## src/rtl/freq_meas_ctrl.sv

```systemverilog
// freq_meas_ctrl
// Sequencer for the pulse-width counter. One request runs NUM_AVG back-to-back
// measurements, sums the counts and offers sum/average on a valid/ready
// handshake. Each measurement is guarded by a timeout that aborts the counter.
//
// Ports
//   clk, rst        : clock, synchronous active-high reset
//   req             : start a measurement batch (sampled only when idle)
//   busy            : sequencer is not idle
//   cnt_start       : one-cycle start pulse to the counter
//   cnt_busy        : counter busy flag
//   cnt_val         : counter result, valid while cnt_busy is low after a run
//   cnt_abort       : one-cycle pulse, ORed into the counter reset
//   res_valid       : result available
//   res_ready       : consumer accepts the result
//   res_sum         : sum of NUM_AVG counts
//   res_avg         : floor(res_sum / NUM_AVG)
//   res_timeout     : batch was aborted by the timeout
module freq_meas_ctrl #(
   parameter int LOG2_AVG       = 3,
   parameter int TIMEOUT_CYCLES = 50000000
) (
   input  logic                  clk,
   input  logic                  rst,
   input  logic                  req,
   output logic                  busy,
   output logic                  cnt_start,
   input  logic                  cnt_busy,
   input  logic [31:0]           cnt_val,
   output logic                  cnt_abort,
   output logic                  res_valid,
   input  logic                  res_ready,
   output logic [31+LOG2_AVG:0]  res_sum,
   output logic [31:0]           res_avg,
   output logic                  res_timeout
);

   localparam int NUM_AVG = 1 << LOG2_AVG;
   localparam int AW      = 32 + LOG2_AVG;
   // one spare bit so LOG2_AVG = 0 still has a non-empty index
   localparam int IW      = LOG2_AVG + 1;
   // headroom above TIMEOUT_CYCLES: the timer may step once past expiry
   localparam int TW      = $clog2(TIMEOUT_CYCLES + 2);

   localparam logic [IW-1:0] LAST_IDX = IW'(NUM_AVG - 1);
   localparam logic [TW-1:0] TMO_LAST = TW'(TIMEOUT_CYCLES - 1);

   typedef enum logic [2:0] {
      IDLE, START, WAIT_BUSY, WAIT_DONE, ACCUM, RESULT
   } state_t;

   state_t         state_q, state_d;
   logic [AW-1:0]  acc_q;
   logic [AW-1:0]  acc_sum;
   logic [IW-1:0]  idx_q;
   logic [TW-1:0]  timer_q;
   logic           expired;

   assign acc_sum   = acc_q + AW'(cnt_val);
   // >= rather than ==: if busy arrives exactly at expiry the timer keeps
   // running into WAIT_DONE and must still be seen as expired there
   assign expired   = (timer_q >= TMO_LAST);
   assign busy      = (state_q != IDLE);
   assign res_valid = (state_q == RESULT);

   // next state and counter strobes
   always_comb begin
      state_d   = state_q;
      cnt_start = 1'b0;
      cnt_abort = 1'b0;
      case (state_q)
         IDLE:      if (req) state_d = START;
         START: begin
            cnt_start = 1'b1;
            state_d   = WAIT_BUSY;
         end
         // progress is tested before expiry so completion wins a tie
         WAIT_BUSY: begin
            if (cnt_busy) state_d = WAIT_DONE;
            else if (expired) begin
               cnt_abort = 1'b1;
               state_d   = RESULT;
            end
         end
         WAIT_DONE: begin
            if (!cnt_busy) state_d = ACCUM;
            else if (expired) begin
               cnt_abort = 1'b1;
               state_d   = RESULT;
            end
         end
         ACCUM:     state_d = (idx_q == LAST_IDX) ? RESULT : START;
         RESULT:    if (res_ready) state_d = IDLE;
         default:   state_d = IDLE;
      endcase
   end

   always_ff @(posedge clk) begin
      if (rst) begin
         state_q     <= IDLE;
         acc_q       <= '0;
         idx_q       <= '0;
         timer_q     <= '0;
         res_sum     <= '0;
         res_avg     <= '0;
         res_timeout <= 1'b0;
      end else begin
         state_q <= state_d;
         case (state_q)
            IDLE: begin
               if (req) begin
                  acc_q   <= '0;
                  idx_q   <= '0;
                  timer_q <= '0;
               end
            end
            START:               timer_q <= '0;
            WAIT_BUSY, WAIT_DONE: timer_q <= timer_q + 1'b1;
            ACCUM: begin
               acc_q <= acc_sum;
               if (idx_q == LAST_IDX) begin
                  // result registers load on entry to RESULT and hold there
                  res_sum     <= acc_sum;
                  res_avg     <= 32'(acc_sum >> LOG2_AVG);
                  res_timeout <= 1'b0;
               end else begin
                  idx_q <= idx_q + 1'b1;
               end
            end
            default: ;
         endcase
         // abort discards any partial sum
         if (cnt_abort) begin
            res_sum     <= '0;
            res_avg     <= '0;
            res_timeout <= 1'b1;
         end
      end
   end

endmodule

```

## config.mk

```make
export PLATFORM = sky130hd
export DESIGN_NAME = freq_meas_ctrl
export DESIGN_NICKNAME = d
export VERILOG_FILES = /design/src/rtl/freq_meas_ctrl.sv
export SDC_FILE = /design/constraint.sdc
export NUM_CORES = 1
export LEC_CHECK = 0
export ABC_AREA = 0
export CORE_MARGIN = 2
export CORE_UTILIZATION = 54
export DETAILED_ROUTE_END_ITERATION = 8
export PLACE_DENSITY = 0.79
export SLEW_MARGIN = 30
export SYNTH_ARGS = -nofsm -noshare
export SYNTH_HDL_FRONTEND = slang
export SYNTH_SLANG_ARGS = --single-unit
```

## constraint.sdc

```tcl
create_clock -name clk -period 3.7 [get_ports clk]
set_clock_uncertainty 0.05 [all_clocks]
set_input_delay 0.74 -clock clk [delete_from_list [all_inputs] [get_ports clk]]
set_output_delay 0.74 -clock clk [all_outputs]
set_load 0.01 [all_outputs]
```

==> results of run 1 <==
## per-layer routing
| layer | vias to the layer above | track usage [%] |
|---|---|---|
| met5 | - | 0 |
| met1 | 2653 | 32.0 |
| li1 | 2732 | - |
| met3 | 24 | 4.17 |
| met2 | 184 | 43.1 |
| met4 | 0 | 7.25 |
## report_power, final
group	leakage, nW	switching (mW)	total, mW	internal, mW
clock network	0.145	0.424	0.964	0.540
registers	0.838	0.00491	1.13	1.12
logic	1.89	0.119	0.206	0.0867
## cell type report
| class | count | area [µm²] |
|---|---|---|
| clock buffer | 10 | 239 |
| timing repair buffer | 127 | 1220 |
| fill | 892 | 3530 |
| multi-input combinational | 562 | 3600 |
| sequential | 104 | 2080 |
| inverter | 8 | 30.0 |
| tap | 140 | 175 |
| clock inverter | 5 | 56.3 |
## worst paths after layout
kind	depth (start not counted)	from	end
worst min register to register	2	acc_q[29]	acc_q[29]
worst max register to register	12	acc_q[0]	res_sum[30]
worst max-delay path	13	cnt_val[0]	res_sum[30]
worst min-delay path	2	acc_q[29]	acc_q[29]
## cells by family after synthesis
group | count (synthesis)
xor gates and xnor gates | 53
muxes | 3
and+or+nand+nor | 279
AOI/OAI and AO/OA | 192
DFF | 104
buffers and inverters | 80
adders and majority gates | 35
## state kept, by name, indices dropped and copies added, names as in the netlist
register,cells
timer_q,26
idx_q,4
res_timeout,1
res_sum,35
acc_q,35
state_q,3
## metrics by stage
stage          instances  utilization [%]  total power, mW  setup TNS, ns
2_1_floorplan        746                -             1.28              0
3_3_place_gp         941             65.0             1.35              0
3_5_place_dp         941             65.0             1.36        -0.0930
4_1_cts              956             67.7             2.30              0
5_1_grt              956             67.7             2.36              0
6_report             956             67.7             2.30              0
## tightest hold or removal path: cells and delay by family (launching register included)
| family | cells | cell delay, ns |
|---|---|---|
| DFF | 1 | 0.32 |
| and+or+nand+nor | 1 | 0.05 |
| AOI/OAI and AO/OA | 1 | 0.05 |
## cell usage in the layout, fill, tap and decap left out, drive strengths merged, types with 4 or more instances in the layout
cell type	n
a211oi	7
a21o	26
a21oi	59
a22o	9
a22oi	14
a31oi	10
and2	5
and3	9
buf	19
clkbuf	10
clkdlybuf4s50	108
dfxtp	104
ha	34
inv	9
nand2	87
nand2b	7
nand3	37
nand4	9
nor2	88
nor3	15
nor4	4
o211ai	5
o21a	5
o21ai	32
or3	6
xnor2	28
xor2	25
==> metrics.md, run 1 <==
| Metric | Value |
|---|---|
| Outcome | completed |
| Crit-path max FO | 5 |
| Wire per inst | 16.0 µm |
| CTS tree | built |
| WL final | 15.3 mm |
| Yosys warning count | 0 |
| Leak pwr | 2.87 nW |
| Synth top area cells | dfxtp_1 (34%), ha_1 (6.9%), nand2_1 (5.3%), nor2_1 (5.3%), buf_4 (4.2%) |
| CTS sink cnt | 104 |
| Final HPWL DP | 11.4 mm |
| Clk slew on worst S/H paths | roughly 0.070 ns |
| Vias | 5,593 |
| RePlAce Congestion | 0.981 |
| Longest Clk Path Bufs | 2 |
| Post-DRT Antenna Nets | 0 |
| Synth Area in Compound Gates | 22.1% |
| CP top delay family | compound AO/OA/AOI/OAI gates |
| Post-Synthesis Cells | 746 |
| Max-slew headroom | between 40 and 50% |
| Routed vias/inst | ~5.9 |
| Die height | 111 µm |
| Unique cell type count in the Yosys netlist | 68 |
| Syn avg cell area | 8.22 µm² |
| Initial antenna violation count | 0 |
| Ys flop type | dfxtp_1 |
| Layout cells sized above 1 | 8.82% |
| DR iter-0 viols | between 300 and 400 |
| Slowest stage delay, CP | 0.41 ns |
| Max H-tree Level | 3 |
| Final Max Tran Viols | 0 |
| Synthesized area | about 6100 µm² |
| Hold Buf Count CTS | 0 |
| Post-synthesis sequential area ratio | 34.0% |
| Max layer used | met4 |
| Crit-path cells | clkdlybuf4s50_1 > ha_1 > fa_1 > a21o_1 > a221oi_2 > o211a_1 > nor2_1 > a21bo_2 > a21oi_4 > o21bai_2 > buf_4 > a311o_1 > nand3_1 |
| Final nets | 884 |
| Pwr dens | slightly above 300 nW/µm² |
| Worst setup SP type | input port |
| Initial Utilization | 56.1% |
| FF+latch count, synth | 104 |
| Xor/xnor share of the synthesized area | 7.57% |
| 1st-pass router iterations | 5 |
| Chip width | around 110 µm |
| Worst-margin pin slew | 0.792 ns |
| DIE AREA | ~12,000 µm² |
| First-pass GRT wire length | 25.8 mm |
| Syn Nets | 818 |
| Pre-CTS setup slack | -0.0358 ns |
| Final Setup Violations | 0 |
| Wire length on met1 | 6.69 mm |
| Hold crit path type | flip-flop to flip-flop |
| Multiplexer share of the synthesized area | less than 1% |
| Setup CP Type | input port to flip-flop |
| Synth area leader | dfxtp_1 |
| Met3 wire length | 766 µm |
| Yosys top cell area share | about a third |
| Max cap viols | 0 |
| Core Rows | 38 |
| Simple-gate share of the synthesized area | between 20% and 30% |
| EDFF count, synth | 0 |
| Largest net degree at the start of global routing | 31 |
| Critical path data arrival time | 3.64 ns |
| Final hold vios | 0 |
| Main combinational cell family by area after synthesis | compound AO/OA/AOI/OAI gates |
| Synth Area in Adders | between 7 and 8% |
| Reg2reg setup slack | slightly above 0.8 ns |
| Overflow after GRT | 0 |
| Top-count cell post-synth | dfxtp_1 |
| I/O Buffers | 108 |
| Ant diodes | 0 |
| CP bufs+invs | 2 |
| Design Area, Final | 7400 µm² |
| Crit path capture type | flip-flop |
| Clock Root Buffer | clkbuf_16 |
| Remaining DRCs | 0 |
| I/O pins | 109 |
| Core area | 10,900 µm² |
| Post-synth top cells | dfxtp_1 (104), nand2_1 (87), nor2_1 (86), a21oi_1 (37), nand3_1 (36) |
| Worst Path Required | ~4 ns |
| Postcts setup bufs | 0 |
| Worst-Skew Late Latency | 0.35 ns |
| Unrepaired setup endpoints after global routing | false |
| Gr usage total | 24.9% |
| Final setup margin | 0.296 ns |
| Hold_ws | 0.412 ns |
| Fmax | 0.294 GHz |
| Placement Cell Area | 7110 µm² |
| Min Tclk post-route | 3.40 ns |
| CP max stage cell | clkdlybuf4s50_1 |
| Ratio of final minimum period to clock period | roughly nine tenths |
| Synth async-reset ratio | 0% |
| Metal2 WL | 7.56 mm |
| Max VDD drop | 0.300 mV |
| Num CTS Buffers | 9 |
| Post-cts sizing count | 0 |
| Vias in the first global route | 5,422 |
| P&R area growth vs syn | 20.8% |
Power figures use the tool's default switching activity.
==> inputs of run 2 (changes only) <==
--- a/config.mk
+++ b/config.mk
@@ -9,7 +9,7 @@
 export CORE_MARGIN = 2
 export CORE_UTILIZATION = 54
 export DETAILED_ROUTE_END_ITERATION = 8
-export PLACE_DENSITY = 0.79
+export PLACE_DENSITY = 0.82
 export SLEW_MARGIN = 30
 export SYNTH_ARGS = -nofsm -noshare
 export SYNTH_HDL_FRONTEND = slang
==> run 2 against run 1 <==
Net effect:
- clock-buffer cell count unchanged
- wire length decreased by 1.1%
- via count shrank 0.18%
- critical path type unchanged
==> metrics.md, run 2 (synthesis results as in run 1) <==
| Metric | Value |
|---|---|
| Final Max Tran Viols | 0 (unchanged) |
| Critical path data arrival time | 3.61 ns (-0.03 ns) |
| Core area | 10,900 µm² (unchanged) |
| Layout cells sized above 1 | 8.49% (-0.34 points) |
| Max VDD drop | 0.231 mV (-23%) |
| Switching pwr | 564 µW (+2.9%) |
| Util after Layout | 67.5% (-0.18 points) |
| Crit path capture | res_sum[30] |
| Design Area, Final | 7380 µm² (-0.27%) |
| FF-to-FF path depth | 12 (unchanged) |
| Initial antenna violation count | 0 (unchanged) |
| Crit. Startpoint | cnt_val[0] |
| I/O Buffers | 108 (unchanged) |
| Max H-tree Level | 3 (unchanged) |
| Worst-Skew Late Latency | 0.36 ns (about the same) |
| Pre-CTS setup slack | -0.0318 ns (+0.00398 ns) |
| Switching Fraction | 24.4% (+0.48 points) |
| Hold crit path type | flip-flop to flip-flop |
| Fill count | 899 (+0.78%) |
| Final HPWL DP | 11.1 mm (-3.0%) |
| Hold_ws | 0.412 ns (-0.000648 ns) |
| Critical path depth in cells | 13 (unchanged) |
| Remaining DRCs | 0 (unchanged) |
| Final setup margin | 0.340 ns (+0.0440 ns) |
| Vias in the first global route | 5,331 (-1.7%) |
| CTS tree | built |
| Final Setup Violations | 0 (unchanged) |
| Slowest stage delay, CP | 0.41 ns (about the same) |
| DR iter-0 viols | 389 (+19%) |
| Crit-path max FO | 5 (unchanged) |
| Gr usage total | 24.5% (-0.47 points) |
| Cells after DPL | 937 (-0.43%) |
| Hold Path Depth | 2 (unchanged) |
| Initial Utilization | 56.1% (unchanged) |
| Pwr Total | 2.32 mW (+0.88%) |
| Setup TNS | 0 ns (unchanged) |
| P&R area growth vs syn | 20.4% |
| WL final | 15.1 mm (-1.1%) |
| CP bufs+invs | 2 (unchanged) |
| FF-to-FF Start | acc_q[0] |
| DIE AREA | 12,200 µm² (unchanged) |
| Routed vias/inst | 5.86 (+0.14%) |
| Postcts setup bufs | 0 (unchanged) |
| Worst-margin pin slew | 0.802 ns (+0.0103 ns) |
| Longest Clk Path Bufs | 2 (unchanged) |
| CTS sink cnt | 104 (unchanged) |
| Post-DRT Antenna Nets | 0 (unchanged) |
| Pwr dens | 314 nW/µm² (+1.2%) |
| Top flop regs | acc_q: 35 flops, res_sum: 35 flops, timer_q: 26 flops |
| CP max stage cell | clkdlybuf4s50_1 |
| I/O pins | 109 (unchanged) |
| Reg power frac | 48.7% (-0.4 points) |
| Reg2reg setup slack | 0.82 ns (about the same) |
| First-pass GRT wire length | 25.1 mm (-2.7%) |
| RePlAce Congestion | 0.973 (-0.85%) |
| Crit-path cells | clkdlybuf4s50_1 > ha_1 > fa_1 > a21o_1 > a221oi_2 > o211a_1 > nor2_1 > a21bo_2 > a21oi_4 > o21bai_2 > buf_4 > a311o_1 > nand3_1 |
| Die height | 111 µm (unchanged) |
| Core Rows | 38 (unchanged) |
| Most common library cell in the layout ignoring fill and taps | clkdlybuf4s50_1 |
| Placement Cell Area | 7080 µm² (-0.44%) |
| Setup CP Type | input port to flip-flop |
| Max-slew headroom | 46.5% (-0.40 points) |
| Worst setup SP type | input port |
| Leak pwr | 2.85 nW (-0.84%) |
| Commonest cells after routing, fill and taps aside | clkdlybuf4s50_1 (108), dfxtp_1 (104), nand2_1 (87) |
| Chip width | 111 µm (unchanged) |
| Final nets | 880 (-0.45%) |
| 1st-pass router iterations | 5 (unchanged) |
| Min Tclk post-route | 3.36 ns (-0.0440 ns) |
| Non-Filler Instances | 953 (-0.31%) |
| Comb pwr share | 8.8% (-0.2 points) |
| Fmax | 0.298 GHz (+1.3%) |
| Unrepaired setup endpoints after global routing | false |
| Vias | 5,583 (-0.18%) |
| Outcome | completed |
| Max cap viols | 0 (unchanged) |
| Overflow after GRT | 0 (unchanged) |
| Int Pwr | 1.75 mW (+0.24%) |
| CP top delay family | compound AO/OA/AOI/OAI gates |
| Post-cts sizing count | 0 (unchanged) |
| Wire per inst | 15.9 µm (-0.74%) |
| Worst Path Required | 3.95 ns (about the same) |
| Ratio of final minimum period to clock period | 90.8% (-1.2 points) |
| Clock Root Buffer | clkbuf_16 |
| Final hold vios | 0 (unchanged) |
| Largest net degree at the start of global routing | 34 (+9.7%) |
| Clock power frac | 42.5% (+0.5 points) |
| Ant diodes | 0 (unchanged) |
| Clk slew on worst S/H paths | 0.07 ns (about the same) |
| Crit path capture type | flip-flop |
| Hold Buf Count CTS | 0 (unchanged) |
| Reg-to-reg endpoint | res_sum[30] |
| Num CTS Buffers | 9 (unchanged) |
-- run 2: changes by cell type in the layout (fill, tap and decap cells not counted), sizes merged --
cell | previous run | this run
clkinvlp | 1 | 3
buf | 19 | 15
clkinv | 2 | 1
-- run 2: per-layer routing --
metal | up-vias | part of all wire [%] | wire length [µm] | GRT usage, %
met5 | - | 0 | 0 | 0
li1 | 2724 | - | - | -
met2 | 168 | 48 | 7280 | 41.0
met1 | 2672 | 44 | 6730 | 31.3
met3 | 19 | 5.7 | 855 | 4.56
met4 | 0 | 1.7 | 258 | 9.33
-- run 2: worst min-delay path by stage --
| stage | startpoint | endpoint | slack, ns |
|---|---|---|---|
| 6_report | acc_q[23] | acc_q[23] | 0.41 |
| 4_1_cts | acc_q[23] | acc_q[23] | 0.41 |
| 3_5_place_dp | acc_q[23] | acc_q[23] | 0.40 |
| 2_1_floorplan | acc_q[30] | acc_q[30] | 0.38 |
| 5_1_grt | acc_q[28] | acc_q[28] | 0.44 |
| 3_3_place_gp | acc_q[30] | acc_q[30] | 0.39 |
-- run 2: worst reg2reg max path: stages (launching register included) --
cell and delay, ns:
dfxtp_1 0.33, ha_1 0.21, fa_1 0.38, a21o_1 0.19, a221oi_2 0.33, o211a_1 0.21, nor2_1 0.06, a21bo_2 0.23
a21oi_4 0.20, o21bai_2 0.11, buf_4 0.16, a311o_1 0.30, nand3_1 0.07
-- run 2: cell type report --
cell class              count  area, µm²  share of cell area [%]
well taps                 140        175                    2.37
inverters                   8       30.0                   0.407
flip-flops and latches    104       2080                    28.2
multi-input cells         562       3600                    48.7
repair buffers            123       1190                    16.2
clock inverters             6       66.3                   0.898
clock buffers              10        239                    3.24
-- run 2: power groups by stage --
stage          Sequential [mW]  Clock [mW]  Combinational, mW
2_1_floorplan             1.15           0              0.126
6_report                  1.13       0.986              0.204
4_1_cts                   1.13       0.998              0.202
3_5_place_dp              1.15           0              0.200
5_1_grt                   1.13        1.04              0.222
3_3_place_gp              1.15           0              0.197
==> edit, RTL diff (config.mk and constraints of run 1) <==
Make the reset (`rst`) asynchronous in one clocked block. Comments in the files are not updated.
--- a/src/rtl/freq_meas_ctrl.sv
+++ b/src/rtl/freq_meas_ctrl.sv
@@ -97,3 +97,3 @@
 
-   always_ff @(posedge clk) begin
+   always_ff @(posedge clk or posedge rst) begin
       if (rst) begin
Function: differs if rst is asserted again (counterexample within 4 cycles, from zero or initial values and one cycle with rst high); with rst held inactive, the same outputs for 10 cycles.
==> edit against run 1 <==
  * Sequential cell count stayed put
  * Worst hold slack better by 0.023 ns
  * Worst setup slack worse by 0.033 ns
  * Non-clock buffer count is 2 higher
  * Count of clock-buffer cells in the layout is 2 higher
  * Cell area is 9.5% higher
  * Area after synthesis is 10% higher
  * Routed wire length is 9.5% higher
  * Critical endpoint is now cnt_abort
  * Highest routed layer unchanged
Power is not compared: it rests on default switching activity, and its combinational part moved more than twofold at a synthesized area within 25%.
==> edit: results (changes against run 1) <==
The first-pass GRT wire length is 28,400 microns (+10%). The headroom to the max-slew limit is 39.7% (-7.2 points). The share of async-settable or async-resettable flops after synthesis came to 100% (+100 points).

The aggregate global-route resource usage came out at 26.6% (+1.6 points). The number of DRC markers in iteration 0 is 472 (+44%). The synthesized area per cell is 9.04 sq um (+10%). The number of distinct library cells after synthesis is 66 (-2.9%). The maximum number of pins on one net before global-route repair came out at 57 (+84%). The final period utilization came out at 92.9% (+0.90 points). The data arrival time at the worst-slack endpoint is 2.65 ns (-0.99 ns). The number of H-tree levels was 3 (unchanged). The share of post-route cells with drive strength above 1 came out at 6.22% (-2.6 points). The detailed-route wire length on metal 1 was 7600 microns (+14%). The via density per instance came out at 6.04 (+3.2%). The number of setup violations in the final report is 0 (unchanged).

The run finished with clean final reports. The post-synthesis net count is 818 (unchanged). The most instantiated flip-flop cell in the synthesis netlist is sky130_fd_sc_hd__dfrtp_1. The quantity of I/O buffers inserted on ports came out at 108 (unchanged). The largest fanout of any net on the critical path was 5 (unchanged). In the post-synthesis netlist, the biggest area contributors are sky130_fd_sc_hd__dfrtp_1 39%, sky130_fd_sc_hd__ha_1 6.3%, sky130_fd_sc_hd__a22o_1 6.0%, sky130_fd_sc_hd__nand2_1 3.8%, sky130_fd_sc_hd__buf_4 3.6%. The count of filler cells inserted in the layout is 972 (+9.0%). The total length of routed met3 wires came out at 937 microns (+22%). Ranked by instance count, the synthesized netlist is headed by 104 x sky130_fd_sc_hd__dfrtp_1, 69 x sky130_fd_sc_hd__nand2_1, 59 x sky130_fd_sc_hd__nor2_1, 46 x sky130_fd_sc_hd__a22o_1, 39 x sky130_fd_sc_hd__a21oi_1. The met2 wire length is 7890 microns (+4.4%). The estimated wirelength of the detail-placed design came out at 11,900 microns (+4.2%). The buffer depth of the longest clock path came out at 2 (unchanged). The routability congestion estimate from global placement is 0.943 (-3.8%). In this run the clock root is driven by a sky130_fd_sc_hd__clkbuf_16.

The via count of the first global-routing pass came to 5,807 (+7.1%). The total instance count after detailed placement came out at 972 (+3.3%). The largest registers in the layout are acc_q x35, res_sum x35, timer_q x26. The sequential cell area fraction in the yosys report came out at 38.6% (+4.6 points). The internal reg-to-reg setup slack is 0.90 ns (+0.08 ns). The average wire per cell in the routed design came out at 16.9 microns (+5.9%). The placed cell area came to 0.00779 sq mm (+9.6%). The final net count is 887 (+0.34%).

The overall routed net length is 16,700 microns (+9.5%).
[edit: changes by cell type after synthesis, moves of 18 or more]
cell                      before  now
sky130_fd_sc_hd__a21oi_2      21    0
sky130_fd_sc_hd__dfrtp_1       0  104
sky130_fd_sc_hd__nand2_1      87   69
sky130_fd_sc_hd__a22o_1        9   46
sky130_fd_sc_hd__dfxtp_1     104    0
sky130_fd_sc_hd__nor2_1       86   59
[edit: cells by family (layout without fill, tap and decap cells)]
kind of cell | count (synthesis) | after routing | synth area share, %
AOI/OAI and AO/OA | 218 | 218 | 23.0
xor gates and xnor gates | 39 | 39 | 5.07
adders and majority gates | 35 | 35 | 6.61
buffers and inverters | 92 | 166 | 7.52
DFF | 104 | 104 | 38.6
muxes | 8 | 8 | 1.19
and+or+nand+nor | 250 | 250 | 18.1
[edit: per-layer routing]
metal / vias to the layer above / GRT usage (%)
met1: 2876 / 36.7
met3: 30 / 5.18
met4: 0 / 9.29
met2: 215 / 42.1
met5: - / 0
li1: 2843 / -
[edit: through the flow]
stage               hold WS [ns]  total power, uW  setup slack, ns  utilization (%)
floorplan                  0.404             2600            0.178                -
global placement           0.414             2970            0.150             64.3
detailed placement         0.427             3020            0.127             64.3
CTS                        0.443             4050            0.241             67.0
global route               0.475             4330           0.0604             67.0
finish                     0.435             4060            0.263             67.0
[edit: cell type report]
type | count | area [sq um] | area share (%)
inverters | 21 | 81.3 | 1.00
multi-input cells | 550 | 3650 | 45.0
clock buffers | 12 | 267 | 3.29
repair buffers | 129 | 1250 | 15.4
flip-flops and latches | 104 | 2600 | 32.1
well taps | 168 | 210 | 2.59
clock inverters | 4 | 51.3 | 0.632
[edit: power by group]
part	switching, uW	internal, uW
Clock	442	581
Sequential	129	1280
Combinational	975	656
Total	1550	2510
[edit: final timing paths]
check | startpoint | endpoint | cells after the start
max | timer_q[0] | cnt_abort | 8
min | res_timeout | res_timeout | 1
max reg2reg | acc_q[4] | acc_q[29] | 8
min reg2reg | res_timeout | res_timeout | 1
max in group asynchronous | rst | res_sum[30] | 3
min in group asynchronous | rst | acc_q[4] | 2
[edit: worst max-delay path, stage by stage (launching register included)]
cell and delay (ns):
sky130_fd_sc_hd__dfrtp_1 0.40, sky130_fd_sc_hd__ha_1 0.20, sky130_fd_sc_hd__nand3_1 0.18, sky130_fd_sc_hd__o211ai_1 0.23
sky130_fd_sc_hd__a221oi_1 0.11, sky130_fd_sc_hd__a2bb2oi_1 0.17, sky130_fd_sc_hd__buf_4 0.16, sky130_fd_sc_hd__nor3_1 0.26
sky130_fd_sc_hd__clkdlybuf4s50_1 0.59
